File: config.mk
export PLATFORM = sky130hd
export DESIGN_NAME = rca_pipe_flat
export DESIGN_NICKNAME = d
export VERILOG_FILES = /design/src/rtl/rca_pkg.sv /design/src/rtl/rca_if.sv /design/src/rtl/rca_slice.sv /design/src/rtl/rca_pipe.sv /design/src/flat_wrapper.sv
export SDC_FILE = /design/constraint.sdc
export NUM_CORES = 1
export LEC_CHECK = 0
export ABC_AREA = 1
export BUFFER_PORTS_ARGS = -buffer_cell sky130_fd_sc_hd__buf_4
export CAP_MARGIN = 25
export CORE_UTILIZATION = 30
export DETAILED_ROUTE_END_ITERATION = 12
export PLACE_DENSITY = 0.51
export RECOVER_POWER = 50
export SETUP_SLACK_MARGIN = 0.05
export SLEW_MARGIN = 20
export SYNTH_ARGS = -nofsm -noshare
export SYNTH_HDL_FRONTEND = slang
export SYNTH_SLANG_ARGS = --single-unit
File: constraint.sdc
create_clock -name clk -period 5.35 [get_ports clk]
set_input_delay 0.535 -clock clk [delete_from_list [all_inputs] [get_ports clk]]
set_output_delay 0.535 -clock clk [all_outputs]
set_load 0.02 [all_outputs]
File: src/rtl/rca_pkg.sv
// rca_pkg: shared defaults, slice-width helper and configuration check for the pipelined ripple-carry adder
package rca_pkg;
  localparam int N_DEF = 32;
  localparam int STAGES_DEF = 4;
  function automatic int slice_w(input int n, input int stages);
    return n / stages;
  endfunction
  function automatic bit cfg_ok(input int n, input int stages);
    return stages >= 1 && stages <= n && n % stages == 0;
  endfunction
endpackage

File: src/rtl/rca_if.sv
// rca_if: operand/result handshake bundle; master drives in_valid/A/B/Ci/Sub/out_ready, slave drives in_ready/out_valid/S/Co/Ovf
interface rca_if import rca_pkg::*; #(parameter int N = N_DEF);
  logic in_valid, in_ready, Ci, Sub, out_valid, out_ready, Co, Ovf;
  logic [N-1:0] A, B, S;
  modport master (output in_valid, A, B, Ci, Sub, out_ready, input in_ready, out_valid, S, Co, Ovf);
  modport slave (input in_valid, A, B, Ci, Sub, out_ready, output in_ready, out_valid, S, Co, Ovf);
endinterface

File: src/rtl/rca_slice.sv
// rca_slice: combinational W-bit full-adder ripple; a/b/ci in, s/co out, c_msb = carry into the top bit
module rca_slice #(parameter int W = 8) (
  input  logic [W-1:0] a,
  input  logic [W-1:0] b,
  input  logic         ci,
  output logic [W-1:0] s,
  output logic         co,
  output logic         c_msb
);
  logic [W:0] c;
  assign c[0] = ci;
  for (genvar i = 0; i < W; i++) begin : g_fa
    assign s[i] = a[i] ^ b[i] ^ c[i];
    assign c[i+1] = (a[i] & b[i]) | (c[i] & (a[i] ^ b[i]));
  end
  assign co = c[W];
  assign c_msb = c[W-1];
endmodule

File: src/rtl/rca_pipe.sv
// rca_pipe: STAGES-deep pipelined add/sub (clk, async rst, rca_if slave bus) with valid/ready backpressure and bubble collapse
module rca_pipe import rca_pkg::*; #(
  parameter int N = N_DEF,
  parameter int STAGES = STAGES_DEF
) (
  input logic  clk,
  input logic  rst,
  rca_if.slave bus
);
  localparam int W = slice_w(N, STAGES);
  typedef struct packed {logic [N-1:0] s; logic co; logic ovf;} res_t;
  if (!cfg_ok(N, STAGES)) begin : g_bad_cfg
    $error("rca_pipe: N must be a multiple of STAGES and STAGES in 1..N");
  end
  logic [STAGES-1:0] v_q, v_in, adv, c_q, co_w, c_in;
  logic [N-1:0] x_q [STAGES];
  logic [N-1:0] y_q [STAGES];
  logic [N-1:0] a_in [STAGES];
  logic [N-1:0] b_in [STAGES];
  logic [N-1:0] x_d [STAGES];
  logic [W-1:0] s_w [STAGES];
  logic cm_w [STAGES];
  logic ovf_q;
  res_t res;
  // x carries finished sum slices below and including k, untouched A slices above; y carries B'
  for (genvar k = 0; k < STAGES; k++) begin : g_st
    localparam logic [N-1:0] M = N'({W{1'b1}}) << (k * W);
    rca_slice #(.W(W)) u_slice (
      .a(a_in[k][k*W +: W]), .b(b_in[k][k*W +: W]), .ci(c_in[k]),
      .s(s_w[k]), .co(co_w[k]), .c_msb(cm_w[k])
    );
    assign x_d[k] = (a_in[k] & ~M) | (N'(s_w[k]) << (k * W));
    // a stage may load when it is empty or everything downstream of it can move
    assign adv[k] = bus.out_ready | ~&v_q[STAGES-1:k];
    if (k == 0) begin : g_first
      assign a_in[0] = bus.A;
      assign b_in[0] = bus.Sub ? ~bus.B : bus.B;
      assign c_in[0] = bus.Sub | bus.Ci;
      assign v_in[0] = bus.in_valid;
    end else begin : g_next
      assign a_in[k] = x_q[k-1];
      assign b_in[k] = y_q[k-1];
      assign c_in[k] = c_q[k-1];
      assign v_in[k] = v_q[k-1];
    end
  end
  always_ff @(posedge clk or posedge rst)
    if (rst) begin
      v_q <= '0;
      c_q <= '0;
      ovf_q <= 1'b0;
      for (int k = 0; k < STAGES; k++) begin
        x_q[k] <= '0;
        y_q[k] <= '0;
      end
    end else begin
      for (int k = 0; k < STAGES; k++)
        if (adv[k]) begin
          v_q[k] <= v_in[k];
          x_q[k] <= x_d[k];
          y_q[k] <= b_in[k];
          c_q[k] <= co_w[k];
        end
      if (adv[STAGES-1]) ovf_q <= cm_w[STAGES-1] ^ co_w[STAGES-1];
    end
  assign res = '{s: x_q[STAGES-1], co: c_q[STAGES-1], ovf: ovf_q};
  assign bus.in_ready = adv[0];
  assign bus.out_valid = v_q[STAGES-1];
  assign bus.S = res.s;
  assign bus.Co = res.co;
  assign bus.Ovf = res.ovf;
endmodule

File: src/flat_wrapper.sv
// flat-port wrapper written by rule: the top's interface ports become plain ports
module rca_pipe_flat import rca_pkg::*;
#(
  parameter int N = N_DEF,
  parameter int STAGES = STAGES_DEF
)
  (clk, rst, bus_in_valid, bus_A, bus_B, bus_Ci, bus_Sub, bus_out_ready, bus_in_ready, bus_out_valid, bus_S, bus_Co, bus_Ovf);
  rca_if #(.N(N)) bus_i ();
  input logic clk;
  input logic rst;
  input wire logic [$bits(bus_i.in_valid)-1:0] bus_in_valid;
  input wire logic [$bits(bus_i.A)-1:0] bus_A;
  input wire logic [$bits(bus_i.B)-1:0] bus_B;
  input wire logic [$bits(bus_i.Ci)-1:0] bus_Ci;
  input wire logic [$bits(bus_i.Sub)-1:0] bus_Sub;
  input wire logic [$bits(bus_i.out_ready)-1:0] bus_out_ready;
  output wire logic [$bits(bus_i.in_ready)-1:0] bus_in_ready;
  output wire logic [$bits(bus_i.out_valid)-1:0] bus_out_valid;
  output wire logic [$bits(bus_i.S)-1:0] bus_S;
  output wire logic [$bits(bus_i.Co)-1:0] bus_Co;
  output wire logic [$bits(bus_i.Ovf)-1:0] bus_Ovf;
  assign bus_i.in_valid = bus_in_valid;
  assign bus_i.A = bus_A;
  assign bus_i.B = bus_B;
  assign bus_i.Ci = bus_Ci;
  assign bus_i.Sub = bus_Sub;
  assign bus_i.out_ready = bus_out_ready;
  assign bus_in_ready = bus_i.in_ready;
  assign bus_out_valid = bus_i.out_valid;
  assign bus_S = bus_i.S;
  assign bus_Co = bus_i.Co;
  assign bus_Ovf = bus_i.Ovf;
  rca_pipe #(.N(N), .STAGES(STAGES)) u_core (.clk(clk), .rst(rst), .bus(bus_i));
endmodule
==> impl_metrics.py, run 1 <==
metrics = {
    "sta": {
        "setup_viol": 0,
        "report.final.slew_viol_count": 138,
        "setup_ws_ns": 1.16,
        "finalCritPeriodShare": 0.783,
        "fmax_mhz": 239,
        "skew_ns": 0.0124,
        "final-hold-violation-count": 0,
        "fin_setup_tns_ns": 0,
        "worst_slew_pin_slew_ns": 2.38,
        "period_needed_ns": 4.19,
        "rsz0062_at_grt": "false",
        "maxSlewHeadroom": -0.588,
    },
    "synth": {
        "synth_nets": 1072,
        "synth_enable_flop_cells": 0,
        "synthCells": 970,
        "yosysUniqueCellTypes": 17,
        "synth_ff_type": "dfrtp_1",
        "synth_area_per_cell_um2": 8.63,
        "ys_top_cells_by_count": "502 x nand2_1, 185 x dfrtp_1, 106 x nand3_1, 66 x inv_1, 32 x fa_1",
        "synth_warnings": 0,
        "seq_area_frac_synth": 0.553,
        "yosysTopAreaCell": "dfrtp_1",
        "async_reset_ff_frac": 1.00,
        "ys_ff_latch": 185,
        "syn_area_um2": 8370,
        "synthTopCellsByArea": "dfrtp_1 55%, nand2_1 23%, fa_1 7.7%, nand3_1 6.3%, inv_1 3.0%",
        "yosysMostFrequentCell": "nand2_1",
        "netlist.area_leader.share": 0.553,
    },
    "critical_path": {
        "crit_type": "reg -> reg",
        "cp_max_fo": 2,
        "reg2reg_from": "u_core.c_q[2]",
        "ff2ff_setup_slack_ns": 1.16,
        "critical_path_arrival_ns": 4.53,
        "cp.required_ns": 5.69,
        "startpoint": "u_core.c_q[2]",
        "startpoint_type": "flip-flop",
        "endpoint_kind": "flip-flop",
    },
    "die": {
        "pin_count": 106,
        "die_w_um": 169,
        "fp.dieArea_um2": 28600,
        "fp.dieH_um": 169,
        "rows": 60,
        "coreArea_um2": 27200,
        "start_util": 0.308,
    },
    "finish": {
        "utilization": 0.367,
        "nets": 1151,
        "fill_cells": 2952,
        "diodes": 0,
        "drive_gt1_frac": 0.131,
        "area_delta_synth_final_pct": 19.2,
    },
    "hold_path": {
        "min_path_type": "in -> async",
    },
    "grt": {
        "overflow": 0,
        "grt_max_degree": 186,
        "grt_pass1_vias": 6136,
        "grtUsageTotal": 0.145,
        "antenna_found_initial": 0,
        "grt_pass1_wl_um": 32800,
    },
    "route": {
        "firstDrtPassIters": 4,
        "avgRoutedWirePerCell_um": 13.5,
        "ant_nets": 0,
        "drc_errors": 0,
        "vias": 6062,
        "viasPerCell": 4.23,
        "drt_wl_total_um": 19400,
        "first_iter_violations": 345,
    },
    "pwr": {
        "power.internal_mw": 2.85,
        "power_frac_seq": 0.460,
        "switching_share": 0.345,
        "p_comb_frac": 0.255,
        "p_clk_frac": 0.285,
        "switchingPower_mw": 1.50,
        "irDropWorstVdd_v": 0.000170,
        "cellLeakagePower_nw": 5.39,
        "power.density_nw_per_um2": 437,
        "p_total_mw": 4.36,
    },
    "clock_tree": {
        "clk_latency_ns": 0.44,
        "hold_buffers": 0,
        "cts-root-buf": "clkbuf_16",
        "cts_buffer_depth": 2,
        "cts_sinks": 185,
        "cts_made_buffers": 17,
        "clk_pin_slew_ns": 0.07,
        "cts_tree": "done",
        "post_cts_buffers": 0,
        "htree_num_levels": 4,
        "cts-resized-gates": 0,
    },
    "placed_design": {
        "routabilityCongestion": 0.700,
        "pre_cts_ws_ns": 1.18,
        "io_buffers": 105,
        "dp_hpwl_um": 12400,
    },
    "job": {
        "maxCapViolCount": 2,
    },
    "run_status": {
        "status": "finished, violations left",
        "violations": "max-capacitance violations, max-slew violations",
    },
}
## cell families after synthesis
logic type,Yosys count,share of synthesized area
AOI/OAI and AO/OA,6,0.00359
xor gates and xnor gates,9,0.00942
adders and majority gates,32,0.0766
buffers and inverters,124,0.0637
DFF,185,0.553
and+or+nand+nor,614,0.293
## worst max-delay path: stages, from the launching register on
cell     delay, ns
dfrtp_1       0.40
fa_1          0.47
fa_1          0.47
fa_1          0.46
fa_1          0.46
fa_1          0.43
inv_1         0.09
fa_1          0.17
inv_1         0.05
fa_1          0.45
inv_1         0.10
fa_1          0.39
o21ai_0       0.16
## worst paths after layout
check,cells past startpoint,endpoint
min in group clk,3,u_core.v_q[0]
max in group asynchronous,4,u_core.c_q[0]
max reg2reg,12,u_core.bus.S[31]
min,3,u_core.bus.S[21]
max,12,u_core.bus.S[31]
min reg2reg,2,u_core.v_q[1]
## power groups by stage
stage	sequential [mW]	combinational [mW]	clock (mW)
floorplan	2.10	0.627	0
CTS	2.01	1.17	1.28
global placement	2.02	1.15	0
finish	2.00	1.11	1.24
global route	2.06	1.28	1.34
detailed placement	2.03	1.16	0
## cell usage in the layout (no fill, tap or decap), types with 2 or more instances in the layout
cell type,n
inv_2,2
xnor2_1,6
or2_2,3
inv_8,2
o21ai_0,6
clkinvlp_4,2
inv_1,65
inv_6,5
fa_1,32
clkbuf_16,17
xor2_1,3
nand2_1,502
buf_4,93
clkinv_2,3
clkbuf_1,18
nand3_1,106
dfrtp_1,185
## state kept, by name, summed over array words and instances (netlist names)
register / flops
u_core.b_in: 48
u_core.a_in: 96
u_core.c_q: 4
u_core.bus.S: 32
u_core.v_q: 4
u_core.bus.Ovf: 1
## layout make-up
class	instances	area (um2)	area share
clock inverter	14	135	0.0135
inverter	68	256	0.0257
tap	372	465	0.0467
sequential	185	4630	0.464
clock buffer	18	439	0.0440
multi-input combinational	661	3210	0.322
timing repair buffer	116	841	0.0843
## metal layers
layer / track usage / part of all wire / routed length (um) / vias to the layer above
met1: 0.228 / 0.55 / 10700 / 2860
met2: 0.199 / 0.41 / 7900 / 94
li1: - / - / - / 3096
met3: 0.0285 / 0.030 / 576 / 12
met5: 0 / 0 / 0 / -
met4: 0.0400 / 0.010 / 200 / 0
## per-stage QoR
stage,hold slack (ns),area [um2],cells
after global routing,0.272,9970,1434
after global placement,0.448,9420,1399
after detailed placement,0.449,9420,1399
after floorplan,0.434,8370,970
final,0.229,9970,1434
after CTS,0.273,10000,1431
Note: power is estimated with default switching activity, not from simulation.
==> inputs of run 2 (changes only) <==
--- a/config.mk
+++ b/config.mk
@@ -10,7 +10,7 @@
 export CAP_MARGIN = 25
 export CORE_UTILIZATION = 30
 export DETAILED_ROUTE_END_ITERATION = 12
-export PLACE_DENSITY = 0.51
+export PLACE_DENSITY = 0.49
 export RECOVER_POWER = 50
 export SETUP_SLACK_MARGIN = 0.05
 export SLEW_MARGIN = 20
==> constraint.sdc (replaced) <==
create_clock -name clk -period 3.9 [get_ports clk]
set_input_delay 0.39 -clock clk [delete_from_list [all_inputs] [get_ports clk]]
set_output_delay 0.39 -clock clk [all_outputs]
set_load 0.02 [all_outputs]
==> run 2 against run 1 <==
The flow still finishes with violations (max-capacitance violations, max-slew violations); utilization grew 0.10 points; cell count hardly changed; via count down 0.82%; first-iteration DRC count up 18%; die area did not move; flip-flop and latch count is the same; clock skew about the same; sequential power rose by 37%; clock power is 39% higher; register-to-register slack got worse by 0.96 ns; final area grew 0.28%; total power grew 38%; critical path type unchanged; largest power group unchanged.
==> impl_metrics.py, run 2 (same netlist as run 1, synthesis figures left out) <==
metrics = {
    "run_status": {
        "status": "finished, violations left",
        "violations": "max-capacitance violations, max-slew violations",
    },
    "finish": {
        "drive_gt1_frac": 0.149,
        "nets": 1152,
        "instances_no_fill": 1435,
        "diodes": 0,
        "utilization": 0.368,
        "final_common_cell": "nand2_1",
        "area_delta_synth_final_pct": 19.5,
        "layout_common_cells": "502 x nand2_1, 185 x dfrtp_1, 106 x nand3_1",
        "fill_cells": 2910,
        "largest_register_ffs": 96,
    },
    "grt": {
        "grt.met3_usage": 0.0236,
        "grt_max_degree": 145,
        "use_met2": 0.194,
        "antenna_found_initial": 0,
        "top_usage_layer": "met1",
        "grtUsageTotal": 0.143,
        "overflow": 0,
        "grt_pass1_vias": 6191,
        "grt_pass1_wl_um": 32500,
        "grtUsageMet1": 0.226,
    },
    "route": {
        "drt_wl_total_um": 19000,
        "viasPerCell": 4.19,
        "drc_errors": 0,
        "ant_nets": 0,
        "first_iter_violations": 407,
        "avgRoutedWirePerCell_um": 13.3,
        "vias": 6012,
        "firstDrtPassIters": 5,
    },
    "pwr": {
        "irDropWorstVdd_v": 0.000261,
        "p_total_mw": 6.00,
        "cellLeakagePower_nw": 5.36,
        "power.density_nw_per_um2": 600,
    },
    "critical_path": {
        "cpLargestDelayFamily": "adder cells",
        "critical_path_arrival_ns": 4.07,
        "reg2reg_from": "u_core.c_q[0]",
        "ff2ff_setup_slack_ns": 0.20,
        "worstPathBufferInverterCount": 4,
        "max_stage_delay_ns": 0.41,
        "startpoint": "u_core.c_q[0]",
        "cp_slowest_cell": "dfrtp_1",
        "crit_top_cell": "fa_2",
        "endpoint_kind": "flip-flop",
        "startpoint_type": "flip-flop",
        "crit_type": "reg -> reg",
        "cp_max_fo": 2,
        "crit_chain": "fa_2 > inv_2 > fa_1 > inv_1 > fa_2 > fa_2 > fa_2 > fa_2 > fa_2 > inv_2 > fa_1 > inv_1 > nand2_1 > nand2_1",
        "cp.required_ns": 4.26,
    },
    "sta": {
        "report.final.slew_viol_count": 227,
        "fmax_mhz": 270,
        "skew_ns": 0.0120,
        "worst_hold_slack_ns": 0.155,
        "maxSlewHeadroom": -1.11,
        "rsz0062_at_grt": "true",
        "worst_slew_pin_slew_ns": 3.16,
        "setup_viol": 0,
        "setup_ws_ns": 0.196,
        "period_needed_ns": 3.70,
        "final-hold-violation-count": 0,
        "finalCritPeriodShare": 0.950,
    },
    "hold_path": {
        "min_from": "bus_A[25]",
        "min_path_type": "in -> reg",
    },
    "placed_design": {
        "dp_hpwl_um": 12300,
        "routabilityCongestion": 0.728,
        "io_buffers": 105,
        "pre_cts_ws_ns": -0.0550,
        "dp.cells": 1402,
    },
    "clock_tree": {
        "htree_num_levels": 4,
        "cts-root-buf": "clkbuf_16",
        "clk_latency_ns": 0.43,
        "cts_made_buffers": 17,
        "cts_sinks": 185,
        "cts_buffer_depth": 2,
        "cts_tree": "done",
        "clk_pin_slew_ns": 0.07,
    },
    "die": {
        "start_util": 0.308,
        "fp.dieH_um": 169,
        "pin_count": 106,
        "die_w_um": 169,
        "rows": 60,
        "coreArea_um2": 27200,
        "fp.dieArea_um2": 28600,
    },
    "job": {
        "maxCapViolCount": 3,
    },
}
run 2: cell count changes in the layout (fill, tap and decap cells not counted), sizes merged:
cell | previous run | this run
buf | 96 | 97
run 2: cell type report:
cell class                 count  area (um2)  share of cell area
sequential                   185        4630               0.463
clock buffer                  18         429              0.0429
multi-input combinational    661        3250               0.325
inverter                      68         256              0.0256
tap                          372         465              0.0465
clock inverter                14         156              0.0156
timing repair buffer         117         817              0.0817
run 2: worst register-to-register path, delay by kind of cell, from the launching register on:
kind / cells / cell delay [ns]
buffers and inverters: 4 / 0.25
DFF: 1 / 0.41
adders and majority gates: 8 / 2.86
and+or+nand+nor: 2 / 0.12
run 2: final timing paths:
kind                       cells past startpoint          endpoint
max                                           14   u_core.a_in[47]
max reg2reg                                   14   u_core.a_in[47]
min reg2reg                                    1     u_core.v_q[3]
min                                            3   u_core.a_in[89]
min in group asynchronous                      3  u_core.bus.S[20]
max in group asynchronous                      3   u_core.b_in[28]
run 2: layer usage:
| metal | wire length, um | vias to the layer above |
|---|---|---|
| met1 | 10800 | 2794 |
| met4 | 254 | 0 |
| met5 | 0 | - |
| met2 | 7470 | 92 |
| li1 | - | 3109 |
| met3 | 499 | 17 |
run 2: per-stage QoR:
| stage | area, um2 | setup TNS (ns) |
|---|---|---|
| after detailed placement | 9480 | -0.0973 |
| final | 10000 | 0 |
| after global placement | 9480 | -0.0375 |
| after global routing | 10000 | 0 |
| after floorplan | 8400 | 0 |
| after CTS | 10100 | 0 |
run 2: timing repair:
action	CTS	global route
gates resized for setup	2	10
hold buffers	0	0
pin swaps	4	4
setup endpoints to repair	4	5
buffers inserted	1	0
run 2: power breakdown:
| part | internal (mW) | switching (mW) |
|---|---|---|
| Sequential | 2.43 | 0.316 |
| Clock | 0.913 | 0.806 |
| Combinational | 0.580 | 0.954 |
| Total | 3.93 | 2.08 |
==> inputs of run 3 (changes only) <==
--- a/config.mk
+++ b/config.mk
@@ -10,7 +10,8 @@
 export CAP_MARGIN = 25
 export CORE_UTILIZATION = 30
 export DETAILED_ROUTE_END_ITERATION = 12
-export PLACE_DENSITY = 0.49
+export MAX_ROUTING_LAYER = met4
+export PLACE_DENSITY = 0.51
 export RECOVER_POWER = 50
 export SETUP_SLACK_MARGIN = 0.05
 export SLEW_MARGIN = 20
==> constraint.sdc (replaced) <==
create_clock -name clk -period 3.3 [get_ports clk]
set_input_delay 0.33 -clock clk [delete_from_list [all_inputs] [get_ports clk]]
set_output_delay 0.33 -clock clk [all_outputs]
set_load 0.02 [all_outputs]
==> run 3 against run 2 <==
The run ends with max-capacitance violations, max-slew violations, negative setup slack left; clock power up 16%; sequential power up 18%; worst setup slack lost 0.36 ns; total power grew 18%; hold slack got worse by 0.066 ns; critical path depth decreased by 2; fmax increased by 6.8%; routed wire length increased by 0.46%; combinational power increased by 20%; global-route usage rose by 0.52 points; critical path type unchanged.
==> impl_metrics.py, run 3 (same netlist as run 1, synthesis figures left out) <==
metrics = {
    "critical_path": {
        "cp.required_ns": 3.65,
        "ff2ff_setup_slack_ns": -0.17,
        "worstRegToRegCells": 12,
        "startpoint": "u_core.c_q[1]",
        "cp_max_fo": 2,
        "crit_type": "reg -> reg",
        "endpoint_kind": "flip-flop",
        "startpoint_type": "flip-flop",
        "endpoint": "u_core.a_in[23]",
        "critical_path_arrival_ns": 3.82,
        "r2r-end": "u_core.a_in[23]",
        "reg2reg_from": "u_core.c_q[1]",
    },
    "pwr": {
        "irDropWorstVdd_v": 0.000314,
        "cellLeakagePower_nw": 5.41,
        "p_total_mw": 7.08,
        "power.density_nw_per_um2": 700,
    },
    "clock_tree": {
        "htree_num_levels": 4,
        "cts_tree": "done",
        "cts_buffer_depth": 2,
        "cts_sinks": 185,
        "cts-root-buf": "clkbuf_16",
        "cts_made_buffers": 17,
        "clk_latency_ns": 0.44,
        "clk_pin_slew_ns": 0.07,
    },
    "grt": {
        "grt_max_degree": 154,
        "overflow": 0,
        "grtUsageTotal": 0.148,
        "grt_pass1_vias": 6219,
        "grt_pass1_wl_um": 32700,
        "antenna_found_initial": 0,
    },
    "route": {
        "ant_nets": 0,
        "vias": 5999,
        "avgRoutedWirePerCell_um": 13.2,
        "firstDrtPassIters": 4,
        "drt_wl_total_um": 19100,
        "viasPerCell": 4.15,
        "drc_errors": 0,
        "first_iter_violations": 438,
    },
    "hold_path": {
        "min_path_type": "in -> reg",
    },
    "sta": {
        "fmax_mhz": 288,
        "finalCritPeriodShare": 1.05,
        "worst_slew_pin_slew_ns": 1.87,
        "maxSlewHeadroom": -0.246,
        "rsz0062_at_grt": "true",
        "setup_viol": 5,
        "worst_hold_slack_ns": 0.0887,
        "skew_ns": 0.0202,
        "setup_ws_ns": -0.168,
        "period_needed_ns": 3.47,
        "final-hold-violation-count": 0,
        "fin_setup_tns_ns": -0.506,
        "report.final.slew_viol_count": 131,
    },
    "finish": {
        "utilization": 0.373,
        "final_common_cell": "nand2_1",
        "area_delta_synth_final_pct": 21.0,
        "nets": 1161,
        "drive_gt1_frac": 0.170,
        "layout_common_cells": "502 x nand2_1, 185 x dfrtp_1, 106 x nand3_1",
        "instances_no_fill": 1444,
        "final_area_um2": 10100,
        "diodes": 0,
        "largest_register_ffs": 96,
    },
    "placed_design": {
        "routabilityCongestion": 0.738,
        "dp.cells": 1407,
        "dp_hpwl_um": 12600,
        "pre_cts_ws_ns": -0.247,
        "place_area_um2": 9570,
        "io_buffers": 105,
    },
    "run_status": {
        "status": "finished, violations left",
        "violations": "max-capacitance violations, max-slew violations, negative setup slack",
    },
    "job": {
        "maxCapViolCount": 3,
    },
    "die": {
        "fp.dieArea_um2": 28600,
        "fp.dieH_um": 169,
        "start_util": 0.308,
        "pin_count": 106,
        "rows": 60,
        "die_w_um": 169,
        "coreArea_um2": 27200,
    },
}
==> run 3: changes by cell type in the layout (fill, tap and decap cells not counted), moves of 3 or more <==
cell	before	now
buf_4	95	105
clkbuf_1	20	15
inv_8	6	3
fa_1	16	8
inv_6	1	5
fa_2	16	24
==> run 3: final cells by class <==
| type | count | area (um2) |
|---|---|---|
| clock inverter | 13 | 126 |
| timing repair buffer | 126 | 920 |
| clock buffer | 19 | 453 |
| multi-input combinational | 661 | 3270 |
| tap | 372 | 465 |
| fill | 2884 | 17100 |
| sequential | 185 | 4630 |
| inverter | 68 | 256 |
==> run 3: how the worst min path moves through the flow <==
stage	startpoint	end	slack, ns	depth (start not counted)
after floorplan	bus_in_valid	u_core.v_q[0]	0.43	2
after global placement	rst	u_core.bus.S[21]	0.33	2
after detailed placement	rst	u_core.bus.S[21]	0.33	2
after CTS	bus_in_valid	u_core.v_q[0]	0.07	3
after global routing	bus_A[24]	u_core.a_in[88]	0.08	3
final	bus_A[15]	u_core.a_in[79]	0.09	3
==> run 3: critical path: stages, from the launching register on <==
cell and delay (ns):
dfrtp_1 0.40, fa_2 0.40, inv_2 0.07, fa_1 0.16
inv_1 0.05, fa_2 0.33, fa_2 0.35, fa_2 0.35
fa_2 0.34, fa_2 0.35, inv_2 0.07, fa_2 0.40
o21ai_1 0.11
==> run 3: metal layers <==
| layer | vias to the layer above | routed length (um) | track usage |
|---|---|---|---|
| li1 | 3117 | - | - |
| met1 | 2789 | 10500 | 0.226 |
| met2 | 81 | 8000 | 0.198 |
| met3 | 12 | 431 | 0.0241 |
| met4 | 0 | 146 | 0.0411 |
| met5 | - | 0 | - |
==> run 3: report_power, final <==
group	internal [mW]	total, mW	switching, mW	leakage, nW
logic	0.719	1.84	1.12	2.89
registers	2.88	3.25	0.378	2.24
clock network	1.04	1.99	0.946	0.280
total	4.64	7.08	2.45	5.41
==> run 3: what timing repair did <==
item	in CTS	in global routing
endpoints found under the hold margin	9	0
pin swaps	1	1
gates resized for setup	0	1
setup endpoints to repair	7	8
setup buffers	2	1
hold buffers	1	0
